$ cat src/rtl/multi_cycle_ctrl_if.sv
// Control bus between the multi-cycle MIPS controller and its datapath/memories.
// master = controller side, slave = datapath side.
interface multi_cycle_ctrl_if;
    logic [5:0] opcode;
    logic [5:0] funct;
    logic       zero;
    logic       imem_ready;
    logic       dmem_ready;
    logic       IR_en;
    logic       PC_en;
    logic       GRF_enable;
    logic       DM_enable;
    logic [1:0] NPC_sel;
    logic       dmem_req;
    logic       illegal;
    logic [2:0] state;

    modport master (
        input  opcode, funct, zero, imem_ready, dmem_ready,
        output IR_en, PC_en, GRF_enable, DM_enable, NPC_sel, dmem_req, illegal, state
    );

    modport slave (
        output opcode, funct, zero, imem_ready, dmem_ready,
        input  IR_en, PC_en, GRF_enable, DM_enable, NPC_sel, dmem_req, illegal, state
    );
endinterface

$ cat src/rtl/multi_cycle_ctrl.sv
// Multi-cycle MIPS subset controller: FETCH/DECODE/EXEC/MEM/WB with combinational strobes.
// Optional MULTI_CYCLE_CTRL_PERF_EN adds a 32-bit retired-instruction counter (instr_count).
module multi_cycle_ctrl (
    input  logic               clk,
    input  logic               reset_n,
    multi_cycle_ctrl_if.master bus
`ifdef MULTI_CYCLE_CTRL_PERF_EN
    ,
    output logic [31:0]        instr_count
`endif
);
    localparam logic [2:0] S_FETCH  = 3'd0;
    localparam logic [2:0] S_DECODE = 3'd1;
    localparam logic [2:0] S_EXEC   = 3'd2;
    localparam logic [2:0] S_MEM    = 3'd3;
    localparam logic [2:0] S_WB     = 3'd4;

    localparam logic [5:0] OP_RTYPE = 6'h00, OP_J    = 6'h02, OP_JAL  = 6'h03;
    localparam logic [5:0] OP_BEQ   = 6'h04, OP_BNE  = 6'h05, OP_ADDI = 6'h08;
    localparam logic [5:0] OP_ORI   = 6'h0D, OP_LUI  = 6'h0F, OP_LB   = 6'h20;
    localparam logic [5:0] OP_LH    = 6'h21, OP_LW   = 6'h23, OP_SB   = 6'h28;
    localparam logic [5:0] OP_SH    = 6'h29, OP_SW   = 6'h2B;

    localparam logic [5:0] FN_SLL = 6'h00, FN_JR  = 6'h08, FN_JALR = 6'h09;
    localparam logic [5:0] FN_ADD = 6'h20, FN_SUB = 6'h22, FN_AND  = 6'h24, FN_OR = 6'h25;

    typedef enum logic [2:0] {
        CLS_ILLEGAL, CLS_ALU, CLS_LOAD, CLS_STORE, CLS_JUMP, CLS_BRANCH
    } cls_e;

    cls_e       cls;
    logic       link;
    logic [1:0] jump_sel;
    logic       take_branch;

    // NOTE: every always_comb output gets a default first so no path leaves it unassigned (no latch).
    always_comb begin
        cls      = CLS_ILLEGAL;
        link     = 1'b0;
        jump_sel = 2'b00;
        case (bus.opcode)
            OP_RTYPE: begin
                case (bus.funct)
                    FN_ADD, FN_SUB, FN_AND, FN_OR, FN_SLL: cls = CLS_ALU;
                    FN_JR:   begin cls = CLS_JUMP; jump_sel = 2'b10; end
                    FN_JALR: begin cls = CLS_JUMP; jump_sel = 2'b10; link = 1'b1; end
                    default: ;
                endcase
            end
            OP_ORI, OP_ADDI, OP_LUI: cls = CLS_ALU;
            OP_LW, OP_LH, OP_LB:     cls = CLS_LOAD;
            OP_SW, OP_SH, OP_SB:     cls = CLS_STORE;
            OP_J:    begin cls = CLS_JUMP; jump_sel = 2'b01; end
            OP_JAL:  begin cls = CLS_JUMP; jump_sel = 2'b01; link = 1'b1; end
            OP_BEQ, OP_BNE: cls = CLS_BRANCH;
            default: ;
        endcase
    end

    assign take_branch = ((bus.opcode == OP_BEQ) && bus.zero) ||
                         ((bus.opcode == OP_BNE) && !bus.zero);

    logic [2:0] state_q, state_d;
    logic       ir_en, pc_en, grf_en, dm_en, dreq, ill;
    logic [1:0] npc_sel;

    always_comb begin
        state_d = S_FETCH;
        ir_en   = 1'b0;
        pc_en   = 1'b0;
        grf_en  = 1'b0;
        dm_en   = 1'b0;
        dreq    = 1'b0;
        ill     = 1'b0;
        npc_sel = 2'b00;
        case (state_q)
            S_FETCH: begin
                if (bus.imem_ready) begin
                    ir_en   = 1'b1;
                    state_d = S_DECODE;
                end else begin
                    state_d = S_FETCH;
                end
            end
            S_DECODE: state_d = S_EXEC;
            S_EXEC: begin
                case (cls)
                    CLS_ALU:             state_d = S_WB;
                    CLS_LOAD, CLS_STORE: state_d = S_MEM;
                    CLS_JUMP: begin
                        pc_en   = 1'b1;
                        npc_sel = jump_sel;
                        grf_en  = link;
                    end
                    CLS_BRANCH: begin
                        pc_en   = 1'b1;
                        npc_sel = take_branch ? 2'b11 : 2'b00;
                    end
                    default: begin
                        pc_en = 1'b1;
                        ill   = 1'b1;
                    end
                endcase
            end
            S_MEM: begin
                dreq = 1'b1;
                if (!bus.dmem_ready) begin
                    state_d = S_MEM;
                end else if (cls == CLS_STORE) begin
                    dm_en = 1'b1;
                    pc_en = 1'b1;
                end else if (cls == CLS_LOAD) begin
                    state_d = S_WB;
                end
            end
            S_WB: begin
                grf_en = 1'b1;
                pc_en  = 1'b1;
            end
            default: ;  // unused codes fall back to FETCH silently
        endcase
    end

    // NOTE: sequential state uses non-blocking assignments so every flop samples pre-edge values.
    always_ff @(posedge clk or negedge reset_n) begin
        if (!reset_n) state_q <= S_FETCH;
        else          state_q <= state_d;
    end

    // Strobes are combinational, so they are gated by reset_n to be quiet while reset is held.
    assign bus.IR_en      = ir_en  & reset_n;
    assign bus.PC_en      = pc_en  & reset_n;
    assign bus.GRF_enable = grf_en & reset_n;
    assign bus.DM_enable  = dm_en  & reset_n;
    assign bus.dmem_req   = dreq   & reset_n;
    assign bus.illegal    = ill    & reset_n;
    assign bus.NPC_sel    = reset_n ? npc_sel : 2'b00;
    assign bus.state      = state_q;

`ifdef MULTI_CYCLE_CTRL_PERF_EN
    always_ff @(posedge clk or negedge reset_n) begin
        if (!reset_n)   instr_count <= 32'd0;
        else if (pc_en) instr_count <= instr_count + 32'd1;
    end
`endif
endmodule

$ cat src/flat_wrapper.sv
// flat-port wrapper written by rule: the top's interface ports become plain ports
module multi_cycle_ctrl_flat 
  (clk, reset_n, bus_opcode, bus_funct, bus_zero, bus_imem_ready, bus_dmem_ready, bus_IR_en, bus_PC_en, bus_GRF_enable, bus_DM_enable, bus_NPC_sel, bus_dmem_req, bus_illegal, bus_state);
  multi_cycle_ctrl_if bus_i ();
  input  logic clk;
  input  logic reset_n;
  input wire logic [$bits(bus_i.opcode)-1:0] bus_opcode;
  input wire logic [$bits(bus_i.funct)-1:0] bus_funct;
  input wire logic [$bits(bus_i.zero)-1:0] bus_zero;
  input wire logic [$bits(bus_i.imem_ready)-1:0] bus_imem_ready;
  input wire logic [$bits(bus_i.dmem_ready)-1:0] bus_dmem_ready;
  output wire logic [$bits(bus_i.IR_en)-1:0] bus_IR_en;
  output wire logic [$bits(bus_i.PC_en)-1:0] bus_PC_en;
  output wire logic [$bits(bus_i.GRF_enable)-1:0] bus_GRF_enable;
  output wire logic [$bits(bus_i.DM_enable)-1:0] bus_DM_enable;
  output wire logic [$bits(bus_i.NPC_sel)-1:0] bus_NPC_sel;
  output wire logic [$bits(bus_i.dmem_req)-1:0] bus_dmem_req;
  output wire logic [$bits(bus_i.illegal)-1:0] bus_illegal;
  output wire logic [$bits(bus_i.state)-1:0] bus_state;
  assign bus_i.opcode = bus_opcode;
  assign bus_i.funct = bus_funct;
  assign bus_i.zero = bus_zero;
  assign bus_i.imem_ready = bus_imem_ready;
  assign bus_i.dmem_ready = bus_dmem_ready;
  assign bus_IR_en = bus_i.IR_en;
  assign bus_PC_en = bus_i.PC_en;
  assign bus_GRF_enable = bus_i.GRF_enable;
  assign bus_DM_enable = bus_i.DM_enable;
  assign bus_NPC_sel = bus_i.NPC_sel;
  assign bus_dmem_req = bus_i.dmem_req;
  assign bus_illegal = bus_i.illegal;
  assign bus_state = bus_i.state;
  multi_cycle_ctrl u_core (.clk(clk), .reset_n(reset_n), .bus(bus_i));
endmodule
$ cat config.mk
export PLATFORM = sky130hd
export DESIGN_NAME = multi_cycle_ctrl_flat
export DESIGN_NICKNAME = d
export VERILOG_FILES = /design/src/rtl/multi_cycle_ctrl_if.sv /design/src/rtl/multi_cycle_ctrl.sv /design/src/flat_wrapper.sv
export SDC_FILE = /design/constraint.sdc
export NUM_CORES = 1
export LEC_CHECK = 0
export CAP_MARGIN = 20
export CORE_AREA = 2 2 39 41
export CTS_CLUSTER_SIZE = 24
export DETAILED_ROUTE_END_ITERATION = 8
export DIE_AREA = 0 0 41 43
export GPL_TIMING_DRIVEN = 0
export PLACE_DENSITY = 0.75
export SYNTH_ARGS = -nofsm -noshare
export SYNTH_HDL_FRONTEND = slang
export SYNTH_SLANG_ARGS = --single-unit
$ cat constraint.sdc
create_clock -name clk -period 2.5 [get_ports clk]
set_input_delay 0.25 -clock clk [delete_from_list [all_inputs] [get_ports clk]]
set_output_delay 0.25 -clock clk [all_outputs]
set_load 0.005 [all_outputs]
==> results of run 1 <==
-- power groups by stage --
stage / Sequential, µW / Combinational [µW] / Clock [µW]
after floorplan: 84.4 / 108 / 0
after global placement: 86.1 / 222 / 0
after detailed placement: 85.1 / 223 / 0
after CTS: 85.3 / 226 / 88.3
after global routing: 89.1 / 249 / 94.1
final: 85.2 / 227 / 84.8
-- logic make-up after synthesis --
kind of cell	share of synthesized area [%]
compound gates	25.33
xor+xnor	3.656
buf+inv	3.915
flops	15.67
simple gates	51.43
-- layout by cell type (no fill, tap or decap), types with 3 or more instances in the layout --
master,instances
sky130_fd_sc_hd__clkdlybuf4s50_1,14
sky130_fd_sc_hd__dlygate4sd2_1,9
sky130_fd_sc_hd__nand2_1,7
sky130_fd_sc_hd__buf_4,6
sky130_fd_sc_hd__inv_1,4
sky130_fd_sc_hd__nor2_1,4
sky130_fd_sc_hd__nor2b_1,3
sky130_fd_sc_hd__and2_1,3
sky130_fd_sc_hd__clkbuf_4,3
sky130_fd_sc_hd__dfrtp_1,3
-- worst min path at each step --
stage	start	endpoint	slack (ns)	cells past startpoint
2_1_floorplan	reset_n	u_core.bus.state[0]$_DFF_PN0_	-0.05	0
3_5_place_dp	reset_n	u_core.bus.state[1]$_DFF_PN0_	0.51	1
5_1_grt	reset_n	u_core.bus.state[1]$_DFF_PN0_	0.27	1
4_1_cts	reset_n	u_core.bus.state[2]$_DFF_PN0_	0.26	1
3_3_place_gp	reset_n	u_core.bus.state[0]$_DFF_PN0_	0.50	1
6_report	reset_n	u_core.bus.state[2]$_DFF_PN0_	0.26	1
-- timing repair --
item / 4_1_cts / 5_1_grt
resized for setup: 21 / 1
endpoints found under the setup margin: 6 / 3
hold endpoints to repair: 0 / 0
pin swaps: 6 / 2
buffers inserted: 5 / 1
hold buffers: 0 / 0
-- per-stage QoR --
step | setup WS (ns) | area (µm²) | setup TNS (ns) | std cells | util [%]
2_1_floorplan | 0.7389 | 479.2 | 0 | 62 | -
5_1_grt | -0.01009 | 868.3 | -0.01009 | 115 | 62.75
3_3_place_gp | -0.3118 | 769.5 | -1.015 | 105 | 55.61
4_1_cts | 0.03435 | 858.3 | 0 | 114 | 62.03
6_report | 0.09215 | 868.3 | 0 | 115 | 62.75
3_5_place_dp | -0.3241 | 769.5 | -1.044 | 105 | 55.61
-- worst max-delay path, stage by stage --
cell	delay (ns)
sky130_fd_sc_hd__dlygate4sd2_1	0.27
sky130_fd_sc_hd__or4b_4	0.50
sky130_fd_sc_hd__nor4_4	0.18
sky130_fd_sc_hd__buf_4	0.16
sky130_fd_sc_hd__buf_4	0.09
sky130_fd_sc_hd__nand2_1	0.05
sky130_fd_sc_hd__a21oi_1	0.15
sky130_fd_sc_hd__clkdlybuf4s50_1	0.52
-- area by class of cell --
| type | count | share of cell area [%] |
|---|---|---|
| multi-input combinational | 54 | 48.41 |
| buffer | 1 | 0.4323 |
| inverter | 4 | 1.729 |
| sequential | 3 | 8.646 |
| timing repair buffer | 33 | 35.45 |
| clock buffer | 4 | 3.026 |
| tap | 16 | 2.305 |
-- layer usage --
metal  vias to the layer above  track usage, %
met5                         -               0
met4                         0           10.00
li1                        315               -
met2                        25           35.94
met1                       292           20.97
met3                         2           1.571
==> metrics.txt, run 1 <==
# fillers 127; vias in the first global route 641; final worst hold slack approximately 0.26 ns; average detailed-routed wire length per instance 13.29 µm; die boundary width 41 µm; Worst Reg2Reg Path Length in Cells 4; Post-route DRC 0; Die Height 43 µm; Period Utilization, post-route a little over nine tenths; class of the tightest hold or removal check input pin to asynchronous set/reset pin; Die Footprint 1763 µm²; async set-reset flop share out of synthesis 100.0%; share of power burned in the clock network roughly a fifth; average footprint of a synthesized cell 7.729 µm²; crit path capture type output pin; status finished, final reports clean; total gr overflow 0; total met3 wirelength after detailed routing 107 µm; fmax 415.3 MHz; count of final setup violators 0; multi-input gate area in the final layout about 420 µm²; Register-to-Register Setup Slack between 1 and 1.5 ns; end point of the critical path bus_NPC_sel[1]; TritonCTS Buffers 3; number of antenna diodes 0; RR Endpoint u_core.bus.state[2]$_DFF_PN0_; largest driver fanout on the critical path 3; net count of the mapped netlist 79; max-capacitance violation count 0; internal cell power 242.8 µW; Unique masters post-synth 32; worst-case clock skew about 0.0027 ns; post-synthesis instance total just over 60; Commonest cells post-synth sky130_fd_sc_hd__nand2_1 (7), sky130_fd_sc_hd__inv_1 (4), sky130_fd_sc_hd__nor2_1 (4); Fin. Hold Viols 0; slew at the pin with the worst max-slew slack 0.3686 ns; clock root buffer sky130_fd_sc_hd__clkbuf_4; final critical path time including I/O delays and setup 2.408 ns; clock tree from TritonCTS built; largest cells by area after synthesis sky130_fd_sc_hd__dfrtp_1 (16%), sky130_fd_sc_hd__nand2_1 (5.5%), sky130_fd_sc_hd__nor4_4 (4.4%), sky130_fd_sc_hd__and2_1 (3.9%), sky130_fd_sc_hd__nor2b_1 (3.9%); number of warnings issued by yosys 0; clock latency at the later pin of the worst-skew pair 0.23 ns; drt first-iter violations 11; net switching power figure 153.9 µW; count of flip-flops with a built-in enable after synthesis 0; total leakage power 0.0003491 µW; core region area around 1400 µm²; aggregate routed wire length 1.528 mm; CP arrival 2.16 ns; class of the most critical setup path input pin to output pin; storage element area 75.07 µm²; max FFs per register 3; Post-synth top flop sky130_fd_sc_hd__dfrtp_1; CTS clock-pin slew for the worst setup and hold paths approximately 0.04 ns; per-cell via count in the routed design 5.513; number of antenna violations at the first check in global routing 0; site row count 14; routability cong. 0.6919; clock tree buffer depth 2; detailed-route via count 634; number of I/O port buffers 27; portion of the post-synthesis area used by sequential elements 15.67%; routed metal-1 wire length approximately 620 µm; Boundary Pins 28; Detail Placement HPWL 1.044 mm; post-route total power just under 400 µW; cell area after synthesis 479.2 µm²; layout-stage area growth over the synthesis result 81.20%; most common cell in the synthesized netlist sky130_fd_sc_hd__nand2_1; starting density of the core 34.63%; portion of total power attributed to combinational logic 57.1%; fraction of final layout cells sized beyond drive strength 1 20.20%; data required time at the worst endpoint between 2 and 2.5 ns; startpoint type of the worst setup path input pin; number of sinks driven by the clock tree 3; fraction of power spent switching nets between 30% and 40%; router iterations before antenna repair 4; launching element of the worst setup path bus_funct[5]; GR Util All Layers 19.90%; routed length on met2 788 µm; number of levels in the clock H-tree 1; part of the power in registers 21.5%; Top Layer Used met4; share of Yosys cell area claimed by the top area cell type roughly 16%; largest net degree at the start of global routing 10; NumNets Final 117; post-route ant nets 0; library cell occupying the most area in the post-synthesis netlist sky130_fd_sc_hd__dfrtp_1; number of slew-limit violations in the final report 0; startpoint of the lowest-slack register-to-register path u_core.bus.state[1]$_DFF_PN0_; total of flip-flops plus latches after synthesis 3; slew margin rel. approximately three quarters; PwrDens 456.9 nW/µm²; worst supply voltage drop on vdd 0.0005787 V; global-route wire length before repair 2.470 mm
Power figures use the tool's default switching activity.
==> inputs of run 2 (changes only) <==
- CTS_CLUSTER_SIZE: 24 -> not set
==> results of run 2 <==
Final layout, timing and power as in run 1 (identical DEF).
==> inputs of run 3 (changes only) <==
- HOLD_SLACK_MARGIN: not set -> 0.1
- SLEW_MARGIN: not set -> 30
- TNS_END_PERCENT: not set -> 20
==> metrics.txt, run 3 (same netlist as run 1, synthesis figures left out) <==
number of antenna diodes 0; pre-CTS setup slack -0.3241 ns; worst-case clock skew between 0.002 and 0.003 ns; global route hottest layer met2; Period Utilization, post-route 98.98%; drt first-iter violations 10; per-cell via count in the routed design 5.500; routability cong. around 0.69; number of sinks driven by the clock tree 3; class of the most critical setup path input pin to output pin; slew margin rel. 75.06%; Slowest Stage Delay on Critical Path roughly 0.55 ns; post-route total power 397.4 µW; Die Footprint between 1500 and 2000 µm²; status finished, final reports clean; post-route ant nets 0; Register-to-Register Setup Slack 1.33 ns; Fin. Hold Viols 0; largest net degree at the start of global routing 10; PwrDens 470.6 nW/µm²; die boundary width between 40 and 50 µm; Boundary Pins 28; number of slew-limit violations in the final report 0; largest driver fanout on the critical path 2; clock tree buffer depth 2; total gr overflow 0; detailed-route via count 616; number of antenna violations at the first check in global routing 0; CP arrival 2.22 ns; RR Endpoint u_core.bus.state[2]$_DFF_PN0_; starting density of the core 34.63%; final critical path time including I/O delays and setup 2.474 ns; Post-route DRC 0; Worst Reg2Reg Path Length in Cells 4; slew at the pin with the worst max-slew slack ~0.37 ns; worst supply voltage drop on vdd 0.0005786 V; TritonCTS Buffers 3; most common library cell in the layout ignoring fill and taps sky130_fd_sc_hd__clkdlybuf4s50_1; class of the tightest hold or removal check input pin to asynchronous set/reset pin; fmax 404.1 MHz; number of hold buffers added after cts 0; met2 layer usage reported by global route 35.94%; startpoint of the lowest-slack register-to-register path u_core.bus.state[1]$_DFF_PN0_; # fillers 130; worst-case setup margin in the final layout 0.02556 ns; crit path capture type output pin; met3 Track Usage GR 2.094%; layout-stage area growth over the synthesis result 76.24%; Crit-path slowest cell sky130_fd_sc_hd__or4b_4; fraction of final layout cells sized beyond drive strength 1 18.75%; max FFs per register 3; total leakage power roughly 0.00032 µW; met1 track demand over resource in global routing 20.65%; setup repair after global routing missed its margin yes; global-route wire length before repair 2.456 mm; NumNets Final 114; number of I/O port buffers 27; Die Height 43 µm; core region area 1384 µm²; clock latency at the later pin of the worst-skew pair 0.23 ns; site row count 14; data required time at the worst endpoint between 2 and 2.5 ns; crit-path cells dlygate4sd2_1, or4b_4, nor4_4, buf_4, buf_4, nand2_1, a21oi_2, clkdlybuf4s50_1; GR Util All Layers 19.90%; aggregate routed wire length 1.540 mm; clock root buffer sky130_fd_sc_hd__clkbuf_4; clock tree from TritonCTS built; vias in the first global route between 600 and 700; router iterations before antenna repair 4; count of final setup violators 0; commonest cells after routing, fill and taps aside sky130_fd_sc_hd__clkdlybuf4s50_1 (15), sky130_fd_sc_hd__dlygate4sd2_1 (11), sky130_fd_sc_hd__nand2_1 (7); Detail Placement HPWL around 1.0 mm; average detailed-routed wire length per instance 13.75 µm; max-capacitance violation count 0; startpoint type of the worst setup path input pin; cell repeated most along the worst path sky130_fd_sc_hd__buf_4; number of levels in the clock H-tree 1; CTS clock-pin slew for the worst setup and hold paths 0.04 ns
## run 3: metrics by stage
step / std cells / instance area, µm² / setup TNS [ns] / hold WS (ns) / util (%)
3_3_place_gp: 105 / 769.5 / -1.015 / 0.5036 / 55.61
3_5_place_dp: 105 / 769.5 / -1.044 / 0.5079 / 55.61
4_1_cts: 112 / 840.8 / -0.01394 / 0.2602 / 60.76
5_1_grt: 112 / 844.6 / -0.07754 / 0.2686 / 61.03
2_1_floorplan: 62 / 479.2 / 0 / -0.04559 / -
6_report: 112 / 844.6 / 0 / 0.2615 / 61.03
## run 3: power by group
part	total (µW)	internal (µW)	switching, µW	leakage (µW)
Combinational	227	116	112	0.000265
Sequential	85.2	66.2	19.0	0.0000383
Clock	84.7	59.8	24.9	0.0000150
Total	397	242	155	0.000318
## run 3: critical path: cells and delay by family
family                 cells  cell delay (ns)
buffers and inverters      4             1.02
AND/OR/NAND/NOR            3             0.79
AO/OA/AOI/OAI              1             0.16
## run 3: routing by layer
layer	part of all wire, %	wire length, µm
met5	0	0
met4	0.97	15
met3	7.9	121
met2	49	762
met1	42	641
## run 3: cell type report
type                    count  area, µm²  share of cell area, %
clock buffers               4      26.28                  3.111
multi-input cells          54      424.2                  50.22
well taps                  16      20.02                  2.370
inverters                   4      15.01                  1.778
flip-flops and latches      3      75.07                  8.889
plain buffers               1      3.754                 0.4444
repair buffers             30      280.3                  33.19
## run 3: worst max-delay path by stage
stage | cells past startpoint | start | endpoint | slack (ns)
finish | 8 | bus_funct[1] | bus_NPC_sel[1] | 0.03
floorplan | 5 | bus_funct[1] | bus_GRF_enable | 0.74
global placement | 7 | bus_opcode[0] | bus_PC_en | -0.31
CTS | 8 | bus_funct[1] | bus_GRF_enable | -0.01
detailed placement | 7 | bus_opcode[2] | bus_PC_en | -0.32
global route | 8 | bus_funct[2] | bus_NPC_sel[1] | -0.04
## run 3: timing repair
action	CTS	global route
setup buffers	3	0
endpoints found under the setup margin	6	3
resized for setup	19	1
pin swaps	5	2
